===== src/rtl/msx_mouse_pkg.sv =====
// Shared types and default timing for the MSX joystick-port mouse reader.
package msx_mouse_pkg;

  typedef enum logic [2:0] {
    WAIT_GAP,
    IDLE,
    STROBE,
    SETTLE,
    SAMPLE,
    DONE
  } state_e;

  typedef logic [1:0] nib_idx_t;

  localparam int unsigned DEF_SETTLE_CYC   = 43;
  localparam int unsigned DEF_GAP_CYC      = 43000;
  localparam int unsigned DEF_POLL_CYC     = 357955;
  localparam int unsigned DEF_PRESENT_MISS = 4;

  localparam logic [15:0] ALL_ONES_DELTA = 16'hFFFF;
  localparam nib_idx_t    LAST_NIB       = 2'd3;

endpackage


===== src/rtl/msx_mouse_delay_cnt.sv =====
// Loadable down-counter that stops at zero; done_o is high while the count is zero.
module msx_mouse_delay_cnt #(
  parameter int unsigned WIDTH     = 8,
  parameter int unsigned RESET_VAL = 0
) (
  input  logic             clk_sys,
  input  logic             reset,
  input  logic             load_i,
  input  logic [WIDTH-1:0] load_val_i,
  output logic             done_o
);

  logic [WIDTH-1:0] cnt_q, cnt_d;

  always_comb begin
    cnt_d = cnt_q;
    if (load_i) begin
      cnt_d = load_val_i;
    end else if (cnt_q != '0) begin
      cnt_d = cnt_q - WIDTH'(1);
    end
  end

  always_ff @(posedge clk_sys) begin
    if (reset) begin
      cnt_q <= WIDTH'(RESET_VAL);
    end else begin
      cnt_q <= cnt_d;
    end
  end

  assign done_o = (cnt_q == '0);

endmodule


===== src/rtl/msx_mouse_reader.sv =====
// MSX mouse initiator: strobes pin 8, samples four nibbles and assembles signed X/Y deltas.
module msx_mouse_reader
  import msx_mouse_pkg::*;
#(
  parameter int unsigned SETTLE_CYC   = DEF_SETTLE_CYC,
  parameter int unsigned GAP_CYC      = DEF_GAP_CYC,
  parameter int unsigned POLL_CYC     = DEF_POLL_CYC,
  parameter int unsigned PRESENT_MISS = DEF_PRESENT_MISS
) (
  input  logic       clk_sys,
  input  logic       reset,
  input  logic       enable,
  input  logic       start,
  output logic       strobe,
  input  logic [5:0] data,
  output logic [7:0] dx,
  output logic [7:0] dy,
  output logic [1:0] btn,
  output logic       valid,
  output logic       busy,
  output logic       present
);

  localparam int unsigned SETTLE_W = $clog2(SETTLE_CYC);
  localparam int unsigned GAP_W    = $clog2(GAP_CYC);
  localparam int unsigned POLL_W   = $clog2(POLL_CYC);
  localparam int unsigned MISS_W   = $clog2(PRESENT_MISS + 1);

  localparam logic [POLL_W-1:0] POLL_LAST  = POLL_W'(POLL_CYC - 1);
  localparam logic [MISS_W-1:0] MISS_LIMIT = MISS_W'(PRESENT_MISS);

  state_e              state_q, state_d;
  nib_idx_t            nib_q, nib_d;
  logic [POLL_W-1:0]   poll_q, poll_d;
  logic [11:0]         shift_q, shift_d;
  logic [MISS_W-1:0]   miss_q, miss_d;
  logic [7:0]          dx_q, dx_d, dy_q, dy_d;
  logic [1:0]          btn_q, btn_d;
  logic                strobe_q, strobe_d;
  logic                valid_q, valid_d;
  logic                busy_q, busy_d;
  logic                present_q, present_d;
  logic                settle_load, settle_done;
  logic                gap_load, gap_done;
  logic                trigger_w;
  logic [15:0]         frame_w;

  msx_mouse_delay_cnt #(
    .WIDTH     (SETTLE_W),
    .RESET_VAL (0)
  ) u_settle_cnt (
    .clk_sys    (clk_sys),
    .reset      (reset),
    .load_i     (settle_load),
    .load_val_i (SETTLE_W'(SETTLE_CYC - 1)),
    .done_o     (settle_done)
  );

  // Reset preloads the gap so a frame cut short by reset is followed by a full idle gap.
  msx_mouse_delay_cnt #(
    .WIDTH     (GAP_W),
    .RESET_VAL (GAP_CYC - 1)
  ) u_gap_cnt (
    .clk_sys    (clk_sys),
    .reset      (reset),
    .load_i     (gap_load),
    .load_val_i (GAP_W'(GAP_CYC - 1)),
    .done_o     (gap_done)
  );

  assign trigger_w = start | (enable & (poll_q == POLL_LAST));
  assign frame_w   = {shift_q, data[3:0]};

  always_comb begin
    state_d     = state_q;
    nib_d       = nib_q;
    poll_d      = (poll_q == POLL_LAST) ? poll_q : poll_q + POLL_W'(1);
    shift_d     = shift_q;
    miss_d      = miss_q;
    dx_d        = dx_q;
    dy_d        = dy_q;
    btn_d       = btn_q;
    strobe_d    = strobe_q;
    valid_d     = 1'b0;
    busy_d      = busy_q;
    present_d   = present_q;
    settle_load = 1'b0;
    gap_load    = 1'b0;

    unique case (state_q)
      WAIT_GAP: begin
        strobe_d = 1'b0;
        if (gap_done) state_d = IDLE;
      end
      IDLE: begin
        strobe_d = 1'b0;
        if (trigger_w) begin
          poll_d  = '0;
          nib_d   = '0;
          busy_d  = 1'b1;
          state_d = STROBE;
        end
      end
      STROBE: begin
        strobe_d    = ~nib_q[0];
        settle_load = 1'b1;
        state_d     = SETTLE;
      end
      SETTLE: begin
        if (settle_done) state_d = SAMPLE;
      end
      SAMPLE: begin
        shift_d = frame_w[11:0];
        if (nib_q == LAST_NIB) begin
          dx_d    = frame_w[15:8];
          dy_d    = frame_w[7:0];
          btn_d   = ~data[5:4];
          valid_d = 1'b1;
          busy_d  = 1'b0;
          if (frame_w != ALL_ONES_DELTA) begin
            present_d = 1'b1;
            miss_d    = '0;
          end else begin
            if (miss_q != MISS_LIMIT) miss_d = miss_q + MISS_W'(1);
            if (miss_q >= MISS_LIMIT - MISS_W'(1)) present_d = 1'b0;
          end
          state_d = DONE;
        end else begin
          nib_d   = nib_q + 2'd1;
          state_d = STROBE;
        end
      end
      DONE: begin
        gap_load = 1'b1;
        state_d  = WAIT_GAP;
      end
      default: state_d = WAIT_GAP;
    endcase
  end

  always_ff @(posedge clk_sys) begin
    if (reset) begin
      state_q   <= WAIT_GAP;
      nib_q     <= '0;
      poll_q    <= '0;
      shift_q   <= '0;
      miss_q    <= '0;
      dx_q      <= '0;
      dy_q      <= '0;
      btn_q     <= '0;
      strobe_q  <= 1'b0;
      valid_q   <= 1'b0;
      busy_q    <= 1'b0;
      present_q <= 1'b0;
    end else begin
      state_q   <= state_d;
      nib_q     <= nib_d;
      poll_q    <= poll_d;
      shift_q   <= shift_d;
      miss_q    <= miss_d;
      dx_q      <= dx_d;
      dy_q      <= dy_d;
      btn_q     <= btn_d;
      strobe_q  <= strobe_d;
      valid_q   <= valid_d;
      busy_q    <= busy_d;
      present_q <= present_d;
    end
  end

  assign strobe  = strobe_q;
  assign dx      = dx_q;
  assign dy      = dy_q;
  assign btn     = btn_q;
  assign valid   = valid_q;
  assign busy    = busy_q;
  assign present = present_q;

endmodule


===== config.mk =====
export PLATFORM = sky130hd
export DESIGN_NAME = msx_mouse_reader
export DESIGN_NICKNAME = d
export VERILOG_FILES = /design/src/rtl/msx_mouse_pkg.sv /design/src/rtl/msx_mouse_delay_cnt.sv /design/src/rtl/msx_mouse_reader.sv
export SDC_FILE = /design/constraint.sdc
export NUM_CORES = 1
export LEC_CHECK = 0
export ABC_AREA = 1
export CORE_UTILIZATION = 45
export DETAILED_ROUTE_END_ITERATION = 8
export SYNTH_ARGS = -nofsm -noshare
export SYNTH_HDL_FRONTEND = slang
export SYNTH_SLANG_ARGS = --single-unit

===== constraint.sdc =====
create_clock -name clk_sys -period 1.7 [get_ports clk_sys]
set_input_delay 0.17 -clock clk_sys [delete_from_list [all_inputs] [get_ports clk_sys]]
set_output_delay 0.17 -clock clk_sys [all_outputs]
set_load 0.05 [all_outputs]

==> qor_table.md <==
| Parameter | Reported | Unit |
| --- | --- | --- |
| Run status | finished clean | - |
| Largest net degree at the start of global routing | 21 | - |
| Area growth syn-to-layout | 19.1 | % |
| Core Box Area | 8180 | um2 |
| Worst hold-check path type | primary input to flip-flop | - |
| Cell type contributing the most total cell area after synthesis | sky130_fd_sc_hd__dfxtp_1 | - |
| Number of unique standard cell types used by synthesis | 34 | - |
| Detailed Place HPWL | 5570 | um |
| Number of ports placed on the die boundary | 32 | - |
| Post-Place Cells | 655 | - |
| Post-route minimum period | 1660 | ps |
| Share of post-route cells with drive strength above 1 | 0.0899 | - |
| Remaining Overflow, GRT | 0 | - |
| WP buf/inv | 1 | - |
| Gate Count Post-Synth | 520 | - |
| Ranking of synthesized cells by area | sky130_fd_sc_hd__dfxtp_1 44%, sky130_fd_sc_hd__nand2_1 10%, sky130_fd_sc_hd__nor2_1 8.9% | - |
| Post-route setup TNS | 0 | ps |
| Site row count | 33 | - |
| Starting Density | 0.463 | - |
| Clock latency on the worst-skew pair | 340 | ps |
| CTS Sinks | 83 | - |
| Count of final setup violators | 0 | - |
| Post-detailed-routing wire length | 7750 | um |
| Final count of pins violating max slew | 0 | - |
| CP max stage delay | 800 | ps |
| Antenna Cells | 0 | - |
| Transition at the pin with the smallest max-transition slack | 516 | ps |
| Die Height | 93.7 | um |
| Detailed-route wire length per cell | 11.5 | um |
| Detailed router's first-iteration violation count | 100 | - |
| Drc violations | 0 | - |
| Portion of the clock cycle consumed by the worst path in the final layout | 0.976 | - |
| Synth Net Count | 539 | - |
| CP required | 1530 | ps |
| Final ANT Viol Nets | 0 | - |
| Global-route wire length before repair | 13300 | um |
| Synthesized area | 3790 | um2 |
| Endpoint class of the critical path | output port | - |
| Total of warnings raised by yosys | 0 | - |
| Power Total | 4140 | uW |
| Number of global-route vias before repair | 3054 | - |
| Die Width | 93.7 | um |
| TritonCTS clock tree | yes | - |
| Number of cells traversed by the worst hold path | 2 | - |
| Total power divided by cell area | 919 | nW/um2 |
| Final weighted congestion of routability-driven global placement | 0.834 | - |
| Element type at the critical path start | flip-flop | - |
| Via count of the routed design | 3270 | - |
| Number of gates on the worst path with buffers counted | 1 | - |
| Util after Layout | 0.552 | - |
| Total Die Area | 8790 | um2 |
| Area share of the largest cell type after synthesis | 0.439 | - |
| H-tree levels | 3 | - |
| Clock Skews | 11.4 | ps |
| Number of violations of the max-capacitance limit | 0 | - |
| Worst endpoint data arrival time | 1490 | ps |
| Final net count | 581 | - |
| Total of hold buffers inserted after clock tree synthesis | 0 | - |
| CTS Root Buffer Type | sky130_fd_sc_hd__clkbuf_8 | - |
| CTS clock-pin slew for the worst setup and hold paths | 90 | ps |
| Kind of critical path | flip-flop to output port | - |
| Final Instance Count excl. Fillers | 672 | - |
| Cell type of the slowest stage on the worst timing path | sky130_fd_sc_hd__clkdlybuf4s50_1 | - |
| Number of flip-flops and latches in the synthesized netlist | 83 | - |
| Path depth of the worst reg2reg path | 8 | - |
| Number of antenna violations at the first check in global routing | 0 | - |
| Top cell family by delay on the critical path | buffers and inverters | - |
| Iteration count of the initial detailed-routing pass | 5 | - |
| Portion of the post-synthesis area used by sequential elements | 0.439 | - |
| TritonCTS buffer count | 9 | - |
| Highest clock rate | 603 | MHz |
| Worst slew slack as a fraction of its limit | 0.656 | - |
| Cell-by-cell listing of the critical path | clkdlybuf4s50_1 | - |
| Leak | 0.00199 | uW |
| Post-route cell area | 4510 | um2 |
| Mean Syn Cell Area | 7.28 | um2 |
| Clk buf depth | 2 | - |
| Routed via count divided by cell count | 4.87 | - |
| Overall Global Routing Usage | 0.189 | - |
| Post-placement cell area | 4250 | um2 |
| Worst ir drop on vdd | 0.734 | mV |
| Final hold violation count | 0 | - |
| Maximum fanout encountered on the critical timing path | 2 | - |
| Number of buffers inserted by port buffering | 31 | - |
placed cells by master (no fill, tap or decap), drive strengths merged, types with 8 or more instances in the layout:
master / count
o21ai: 39
dfxtp: 83
xor2: 16
xnor2: 8
clkdlybuf4s50: 24
buf: 12
clkbuf: 11
inv: 56
a21oi: 22
nand3: 39
nand2: 106
nor2: 96
ha: 9
nor3: 14
metrics by stage:
step | hold WS, ps | setup slack [ps]
after detailed placement | 450 | -38.8
final | 376 | 41.0
after floorplan | 259 | 254
after CTS | 360 | 10.0
after global placement | 444 | 37.2
after global routing | 386 | -0.114
power by group:
| group | switching, uW | internal, uW | total [uW] |
|---|---|---|---|
| Sequential | 49.2 | 2030 | 2080 |
| Combinational | 342 | 208 | 550 |
| Clock | 689 | 824 | 1510 |
| Total | 1080 | 3060 | 4140 |
kinds of logic (layout without fill, tap and decap cells):
| logic type | Yosys count | in the layout | synth area share |
|---|---|---|---|
| AND/OR/NAND/NOR | 269 | 269 | 0.310 |
| flip-flops | 83 | 83 | 0.439 |
| buffers and inverters | 68 | 115 | 0.0737 |
| AO/OA/AOI/OAI | 67 | 67 | 0.0928 |
| XOR/XNOR | 24 | 24 | 0.0555 |
| adder cells (fa/ha/maj) | 9 | 9 | 0.0297 |
synthesized netlist by cell type (all sizes together):
library cell	n
buf	9
o211ai	2
xor2	16
nand2	106
nor4	1
o21ai	39
nand4	6
a31oi	1
nor2	96
ha	9
clkbuf	3
dfxtp	83
or2	6
o22ai	1
nor3	14
nand3b	1
xnor2	8
a21oi	22
nand3	39
inv	56
a211oi	2
cell type report:
class / count / area [um2]
flip-flops and latches: 83 / 1660
clock inverters: 5 / 77.6
well taps: 105 / 131
multi-input cells: 369 / 1880
repair buffers: 43 / 414
clock buffers: 11 / 131
fillers: 813 / 3670
inverters: 56 / 215
sequential cells by signal, summed over array words and instances (netlist names), 2 cells and up:
signal	count
btn	2
dx	8
dy	8
miss_q	3
nib_q	2
poll_q	19
shift_q	12
state_q	3
u_gap_cnt.cnt_q	16
u_settle_cnt.cnt_q	6
per-layer routing:
metal | vias to the layer above | global-route usage | part of all wire | wire (um)
met5 | - | 0 | 0 | 0
li1 | 1745 | - | - | -
met4 | 0 | 0.0731 | 0.016 | 122
met3 | 12 | 0.0307 | 0.023 | 179
met1 | 1480 | 0.239 | 0.50 | 3870
met2 | 33 | 0.321 | 0.46 | 3580
what timing repair did:
item	CTS	global route
resized for setup	1	15
pin swaps	0	1
setup buffers	0	1
endpoints found under the setup margin	1	32
final timing paths:
path / startpoint / to / slack [ps]
setup / recovery: dy[0]$_SDFFE_PP0P_ / dy[0] / 40
hold / removal: data[5] / btn[1]$_SDFFE_PP0P_ / 380
setup reg to reg: poll_q[0]$_SDFF_PP0_ / poll_q[13]$_SDFF_PP0_ / 170
hold reg to reg: busy$_SDFFE_PP0P_ / busy$_SDFFE_PP0P_ / 460
Power figures use the tool's default switching activity.
